### config.mk
export PLATFORM = sky130hd
export DESIGN_NAME = instruction_fetch
export DESIGN_NICKNAME = d
export VERILOG_FILES = /design/src/rtl/mips_pkg.sv /design/src/rtl/if_id_reg.sv /design/src/rtl/instruction_fetch.sv
export SDC_FILE = /design/constraint.sdc
export NUM_CORES = 1
export LEC_CHECK = 0
export ABC_CLOCK_PERIOD_IN_PS = 4790
export CAP_MARGIN = 5
export CORE_MARGIN = 5
export CORE_UTILIZATION = 30
export DETAILED_ROUTE_END_ITERATION = 10
export GPL_ROUTABILITY_DRIVEN = 0
export GPL_TIMING_DRIVEN = 1
export SYNTH_ARGS = -nofsm -noshare
export SYNTH_HDL_FRONTEND = slang
export SYNTH_SLANG_ARGS = --single-unit
### constraint.sdc
create_clock -name clk -period 4.79 [get_ports clk]
set_input_delay 0.958 -clock clk [delete_from_list [all_inputs] [get_ports clk]]
set_output_delay 0.958 -clock clk [all_outputs]
set_load 0.02 [all_outputs]
### src/rtl/mips_pkg.sv
// rtl/mips_pkg.sv - shared MIPS datapath constants, opcodes and fetch-state type
package mips_pkg;

  localparam logic [31:0] RESET_PC  = 32'h0000_0000;
  localparam logic [31:0] NOP_INSTR = 32'h0000_0000;  // sll $0,$0,0

  localparam logic [5:0] OP_RTYPE = 6'b000000;
  localparam logic [5:0] OP_LW    = 6'b100011;
  localparam logic [5:0] OP_SW    = 6'b101011;
  localparam logic [5:0] OP_BEQ   = 6'b000100;

  typedef enum logic [1:0] {
    BOOT  = 2'd0,
    RUN   = 2'd1,
    FLUSH = 2'd2
  } fetchState_e;

endpackage

### src/rtl/if_id_reg.sv
// rtl/if_id_reg.sv - pipeline stage register with hold and bubble-inject controls
module if_id_reg
  import mips_pkg::*;
#(
  parameter int unsigned WIDTH = 32
) (
  input  logic             clk,
  input  logic             rst,
  input  logic             hold,
  input  logic             flush,
  input  logic [WIDTH-1:0] instrIn,
  input  logic [WIDTH-1:0] pc4In,
  output logic [WIDTH-1:0] instr,
  output logic [WIDTH-1:0] pc4,
  output logic             valid
);

  // Reset and flush both leave a bubble; flush overrides hold.
  always_ff @(posedge clk) begin
    if (rst || flush) begin
      instr <= WIDTH'(NOP_INSTR);
      pc4   <= '0;
      valid <= 1'b0;
    end else if (!hold) begin
      instr <= instrIn;
      pc4   <= pc4In;
      valid <= 1'b1;
    end
  end

endmodule

### src/rtl/instruction_fetch.sv
// rtl/instruction_fetch.sv - PC, fetch FSM, fetch counter and IF/ID register
module instruction_fetch
  import mips_pkg::*;
(
  input  logic        clk,
  input  logic        rst,
  input  logic        stall,
  input  logic        branch_taken,
  input  logic [31:0] branch_target,
  output logic [31:0] imem_addr,
  input  logic [31:0] imem_rdata,
  output logic [31:0] if_id_instr,
  output logic [31:0] if_id_pc4,
  output logic        if_id_valid,
  output logic [5:0]  op,
  output logic [31:0] fetch_count,
  output logic        misalign_err
);

  fetchState_e state;
  fetchState_e stateNext;
  logic [31:0] pc;
  logic [31:0] pcPlus4;
  logic [31:0] fetchCount;
  logic        misalignErr;
  logic        advance;
  logic        flush;

  assign pcPlus4 = pc + 32'd4;

  // A branch always wins over stall; otherwise a non-stalled edge advances.
  always_comb begin
    stateNext = state;
    advance   = 1'b0;
    flush     = 1'b0;
    if (branch_taken) begin
      flush     = 1'b1;
      stateNext = FLUSH;
    end else if (!stall) begin
      advance   = 1'b1;
      stateNext = RUN;
    end
  end

  always_ff @(posedge clk) begin
    if (rst) begin
      state <= BOOT;
    end else begin
      state <= stateNext;
    end
  end

  always_ff @(posedge clk) begin
    if (rst) begin
      pc <= RESET_PC;
    end else if (flush) begin
      pc <= {branch_target[31:2], 2'b00};
    end else if (advance) begin
      pc <= pcPlus4;
    end
  end

  always_ff @(posedge clk) begin
    if (rst) begin
      fetchCount <= '0;
    end else if (advance) begin
      fetchCount <= fetchCount + 32'd1;
    end
  end

  always_ff @(posedge clk) begin
    if (rst) begin
      misalignErr <= 1'b0;
    end else if (flush && (branch_target[1:0] != 2'b00)) begin
      misalignErr <= 1'b1;
    end
  end

  if_id_reg #(.WIDTH(32)) ifIdReg (
    .clk     (clk),
    .rst     (rst),
    .hold    (!advance),
    .flush   (flush),
    .instrIn (imem_rdata),
    .pc4In   (pcPlus4),
    .instr   (if_id_instr),
    .pc4     (if_id_pc4),
    .valid   (if_id_valid)
  );

  assign imem_addr    = pc;
  assign op           = if_id_instr[31:26];
  assign fetch_count  = fetchCount;
  assign misalign_err = misalignErr;

endmodule

## Yosys cells after proc, flatten, opt, wreduce, memory -nomap -nowiden

Index checks and enable logic that the tools add are counted.

| word-level totals | value |
|---|---|
| logic and storage cells | 19 |
| bits in registers | 130 |
| input port bits | 68 |
| output and inout bits | 136 |

| cells by class | value |
|---|---|
| reduce and logical (&&, ||, !) cells | 5 |
| mux-type cells | 5 |
| add/sub/neg operators | 2 |

Operator list:

| operator | count |
|---|---|
| 32-bit 2-to-1 mux | 2 |
| 32-bit by 1-bit adder with 32-bit output (second input constant) | 1 |
| 32-bit by 3-bit adder with 32-bit output (second input constant) | 1 |
| 2-bit nonzero test | 2 |
| 1-bit 2-to-1 mux | 3 |
| 2-bit OR reduction | 1 |
| 1-bit logical AND | 1 |
| 1-bit logical OR | 1 |

## Logic depth before layout (Yosys ltp)

| logic depth | value |
|---|---|
| depth after elaboration | 4 |
| gate-level depth with buffers | 7 |
| depth with buffers taken out | 6 |

## Modules after synthesis

From an unflattened synthesis, not the netlist that was laid out.

| unflattened totals | value |
|---|---|
| cells, all modules | 676 |
| area, all modules | 6,023.3 um^2 |

By module, submodules not included:

| module | cells an instance | seq. area each (um^2) | area an instance (um^2) | instances |
|---|---|---|---|---|
| instruction_fetch | 466 | 1,261.2 | 3,717.3 | 1 |
| if_id_reg | 210 | 1,301.2 | 2,306.0 | 1 |

## Least setup slack after synthesis

No wires, ideal clock.

| timing path | value |
|---|---|
| kind | input to register |
| from | input port stall |
| to | register pc[24] (netlist: imem_addr[24]) |
| required time | 4,704 ps |
| arrival time | 2,378 ps |
| path slack | 2,327 ps |
| buffers on the path | 1 |
| library setup time | 86 ps |
| stages on the path | 6 |
| path through | clkbuf_1 nand4b_1 nor3_1 nand4_1 xor2_1 a211oi_1 |

| between the ends | value |
|---|---|
| cells in the longest elaborated chain, start to end | 3 |

RTL lines:

| element | line | source |
|---|---|---|
| from (decl) | instruction_fetch.sv:7 | `input logic stall,` |
| 1-bit 2-to-1 mux | instruction_fetch.sv:39 | `end else if (!stall) begin` |
| 1-bit 2-to-1 mux | instruction_fetch.sv:36 | `if (branch_taken) begin` |
| 2-bit nonzero test (no line) | -- |  |
| to (signal assigned) | instruction_fetch.sv:57 | `pc <= {branch_target[31:2], 2'b00};` |
| to (signal assigned) | instruction_fetch.sv:59 | `pc <= pcPlus4;` |
| to (decl) | instruction_fetch.sv:22 | `logic [31:0] pc;` |

Every way passes these cells.
A chain may end at the register's enable or synchronous reset.

## Final worst setup path

| timing path | value |
|---|---|
| from | input port branch_taken |
| to | register fetchCount[28] (netlist: fetch_count[28]) |

| between the ends | value |
|---|---|
| cells in the longest elaborated chain, start to end | 1 |

RTL lines:

| element | line | source |
|---|---|---|
| from (decl) | instruction_fetch.sv:8 | `input logic branch_taken,` |
| 1-bit 2-to-1 mux | instruction_fetch.sv:36 |  |
| to (signal assigned) | instruction_fetch.sv:67 | `fetchCount <= fetchCount + 32'd1;` |
| to (decl) | instruction_fetch.sv:24 | `logic [31:0] fetchCount;` |

Every way passes these cells.

==> qor.txt <==
Outcome: completed
Startpoint Class: input port
Layout cell share with drive strength beyond 1: 5.39%
RSZ-0062 raised after global routing: no
Cell Chain, Critical Path: clkdlybuf4s50_1 -> buf_4 -> nor2_4 -> nand4_1 -> nor3_1 -> a21oi_1 -> a31o_2
Initial antenna violation count: 0
Vias: 5313
DIE AREA: 22100 um2
# IOs: 204
Max cap viols: 0
Setup TNS: 0 ns
Via/cell ratio: 4.89
Postcts setup bufs: 0
Die width: 149 um
Hold WS: 0.443 ns
Final worst path period share: 58.1%
Top delay family on crit path: simple AND/OR/NAND/NOR gates
Overall Global Routing Usage: 16.5%
Commonest non-fill, non-tap cell in the layout: clkdlybuf4s50_1
DR WL/cell: 16.9 um
Global route overflow: 0
Clock buffer depth: 2
Syn. warnings: 0
Slew Limit Headroom: 22.8%
Pre-antenna DRT Iters: 5
Area of the core: 18800 um2
Post-Route WL: 18400 um
CTS Hold Bufs: 0
Post-Syn Area per Cell: 8.58 um2
CTS clk-pin slew, worst paths: 0.06 ns
Sequential element share of the synthesized area: 43.8%
Hold Fails Final Rpt: 0
Chip height: 149 um
CP arrival: 3.10 ns
Overall power: 2820 uW
Site Rows: 50
Initial DRC count: 415
N_diodes: 0
Post-route setup slack: 2.01 ns
Clk sink count: 126
Most frequent cells in the layout: 197 x clkdlybuf4s50_1, 126 x dfxtp_1, 101 x nor2_1, 45 x a21oi_1, 43 x xnor2_1
Clk_lat worst skew: 0.42 ns
CTS tree: built
Post-CTS Resized: 0
Final Util: 45.0%
Min-Delay Path Class: register to register
Crit path required time: 5.10 ns
Cell area after synthesis: 5760 um2
Register bit total from synthesis: 126
Count of different cell masters after synthesis: 45
IO Port Bufs: 199
Total CTS buffers: 17
Slew @ Worst Pin: 1.15 ns
Post-DP HPWL: 13000 um
Crit path max-delay cell type: nor3_1
Max Slew Vio Count: 0
Syn Inst Count: 671
DRC: 0
Detail Route Antenna Nets: 0
Leak pwr: 0.00295 uW
Number of global-route vias before repair: 5051
CTS H-tree depth: 4
First-pass GRT wire length: 28800 um
Pwr Density: 334 nW/um2
Starting Density: 30.7%
Pre-CTS setup slack: 1.52 ns
CP max stage delay: 0.51 ns
Root Driver: clkbuf_16
Largest net degree at the start of global routing: 66
Layout Nets: 911
Synth-to-layout area growth: 46.8%
Max frequency: 0.359 GHz
CP Max Fanout: 25
Fill count: 1827
Minimum clock period: 2.78 ns
Crit end category: register
Endpoints failing setup: 0
CP Buf/Inv Count: 2
Setup Skew: 0.00726 ns
Peak supply drop: 0.000252 V
Crit Path Category: input port to register
[cell families (layout without fill, tap and decap cells)]
group | Yosys count | after routing | share of synthesized area [%]
buf+inv | 66 | 245 | 5.22
fa+ha+maj | 2 | 2 | 0.435
flops | 126 | 126 | 43.8
other cells | 1 | 4 | 0.0652
simple gates | 257 | 257 | 22.0
xor+xnor | 71 | 71 | 10.8
mux | 36 | 36 | 6.26
compound gates | 112 | 112 | 11.4
[cell usage after synthesis]
master / number / area share (%)
a31o_2: 1 / 0.15
nand3_1: 21 / 1.8
buf_1: 4 / 0.26
buf_2: 6 / 0.52
nor2_1: 102 / 6.7
o21a_1: 1 / 0.13
and4_1: 11 / 1.7
or4_1: 4 / 0.52
nor3_1: 22 / 1.9
nand3b_1: 1 / 0.13
nand4_1: 14 / 1.5
and3b_1: 1 / 0.15
and4bb_2: 1 / 0.22
or3_1: 12 / 1.3
o211ai_1: 1 / 0.13
or2_2: 1 / 0.11
nand2b_1: 3 / 0.33
nand2_4: 1 / 0.20
and3_1: 6 / 0.65
o21bai_1: 2 / 0.26
nor3_2: 1 / 0.17
a21oi_1: 45 / 3.9
xnor2_1: 43 / 6.5
and2_1: 1 / 0.11
clkbuf_1: 35 / 2.3
ha_1: 2 / 0.43
nand3_2: 1 / 0.17
o21ai_0: 33 / 2.9
o221ai_1: 1 / 0.15
nor4_1: 12 / 1.3
xor2_1: 28 / 4.3
nor2b_1: 1 / 0.11
o31a_1: 1 / 0.15
conb_1: 1 / 0.065
mux2i_1: 36 / 6.3
buf_4: 12 / 1.6
nor4_2: 1 / 0.22
dfxtp_1: 126 / 44
inv_1: 9 / 0.59
a211oi_1: 21 / 2.7
a311oi_1: 3 / 0.46
nand4b_1: 1 / 0.15
o311ai_1: 1 / 0.15
nand2_1: 39 / 2.5
o311ai_0: 2 / 0.30
[where the power goes]
part / switching, uW / internal, uW
Clock: 482 / 893
Combinational: 156 / 159
Sequential: 47.5 / 1080
Total: 686 / 2140
[registers in the layout (all words and copies together) (netlist names)]
register,cells
fetch_count,32
ifIdReg.instr,32
ifIdReg.pc4,30
ifIdReg.valid,1
imem_addr,30
misalign_err,1
[metrics by stage]
stage | instances | instance area, um2
after floorplan | 674 | 5770
after global placement | 1056 | 7830
after detailed placement | 1056 | 7830
after CTS | 1087 | 8450
after global routing | 1087 | 8450
final | 1087 | 8450
[routing by layer]
| layer | track usage, % | vias up | wire (um) |
|---|---|---|---|
| met5 | 0 | - | 0 |
| met4 | 6.88 | 0 | 486 |
| met3 | 5.12 | 28 | 1150 |
| met2 | 25.4 | 164 | 8550 |
| met1 | 21.3 | 2455 | 8220 |
| li1 | - | 2666 | - |
[final timing paths]
path / start / endpoint / slack, ns / depth (start not counted)
setup / recovery: branch_taken / fetch_count[28] / 2.01 / 7
hold / removal: ifIdReg.valid / ifIdReg.valid / 0.44 / 2
setup reg to reg: imem_addr[2] / ifIdReg.pc4[22] / 2.18 / 6
hold reg to reg: ifIdReg.valid / ifIdReg.valid / 0.44 / 2
[area by class of cell]
type                    instances  area [um2]  share of cell area, %
clock buffers                  20         457                   5.41
repair buffers                205        2030                   24.0
flip-flops and latches        126        2520                   29.9
inverters                       9        33.8                  0.400
multi-input cells             482        2950                   34.9
clock inverters                11         165                   1.95
well taps                     234         293                   3.47
[worst min-delay path: stages, from the launching register on]
cell and delay, ns:
dfxtp_1 0.30, inv_1 0.05, a21oi_1 0.05
(Power assumes the default switching activity.)
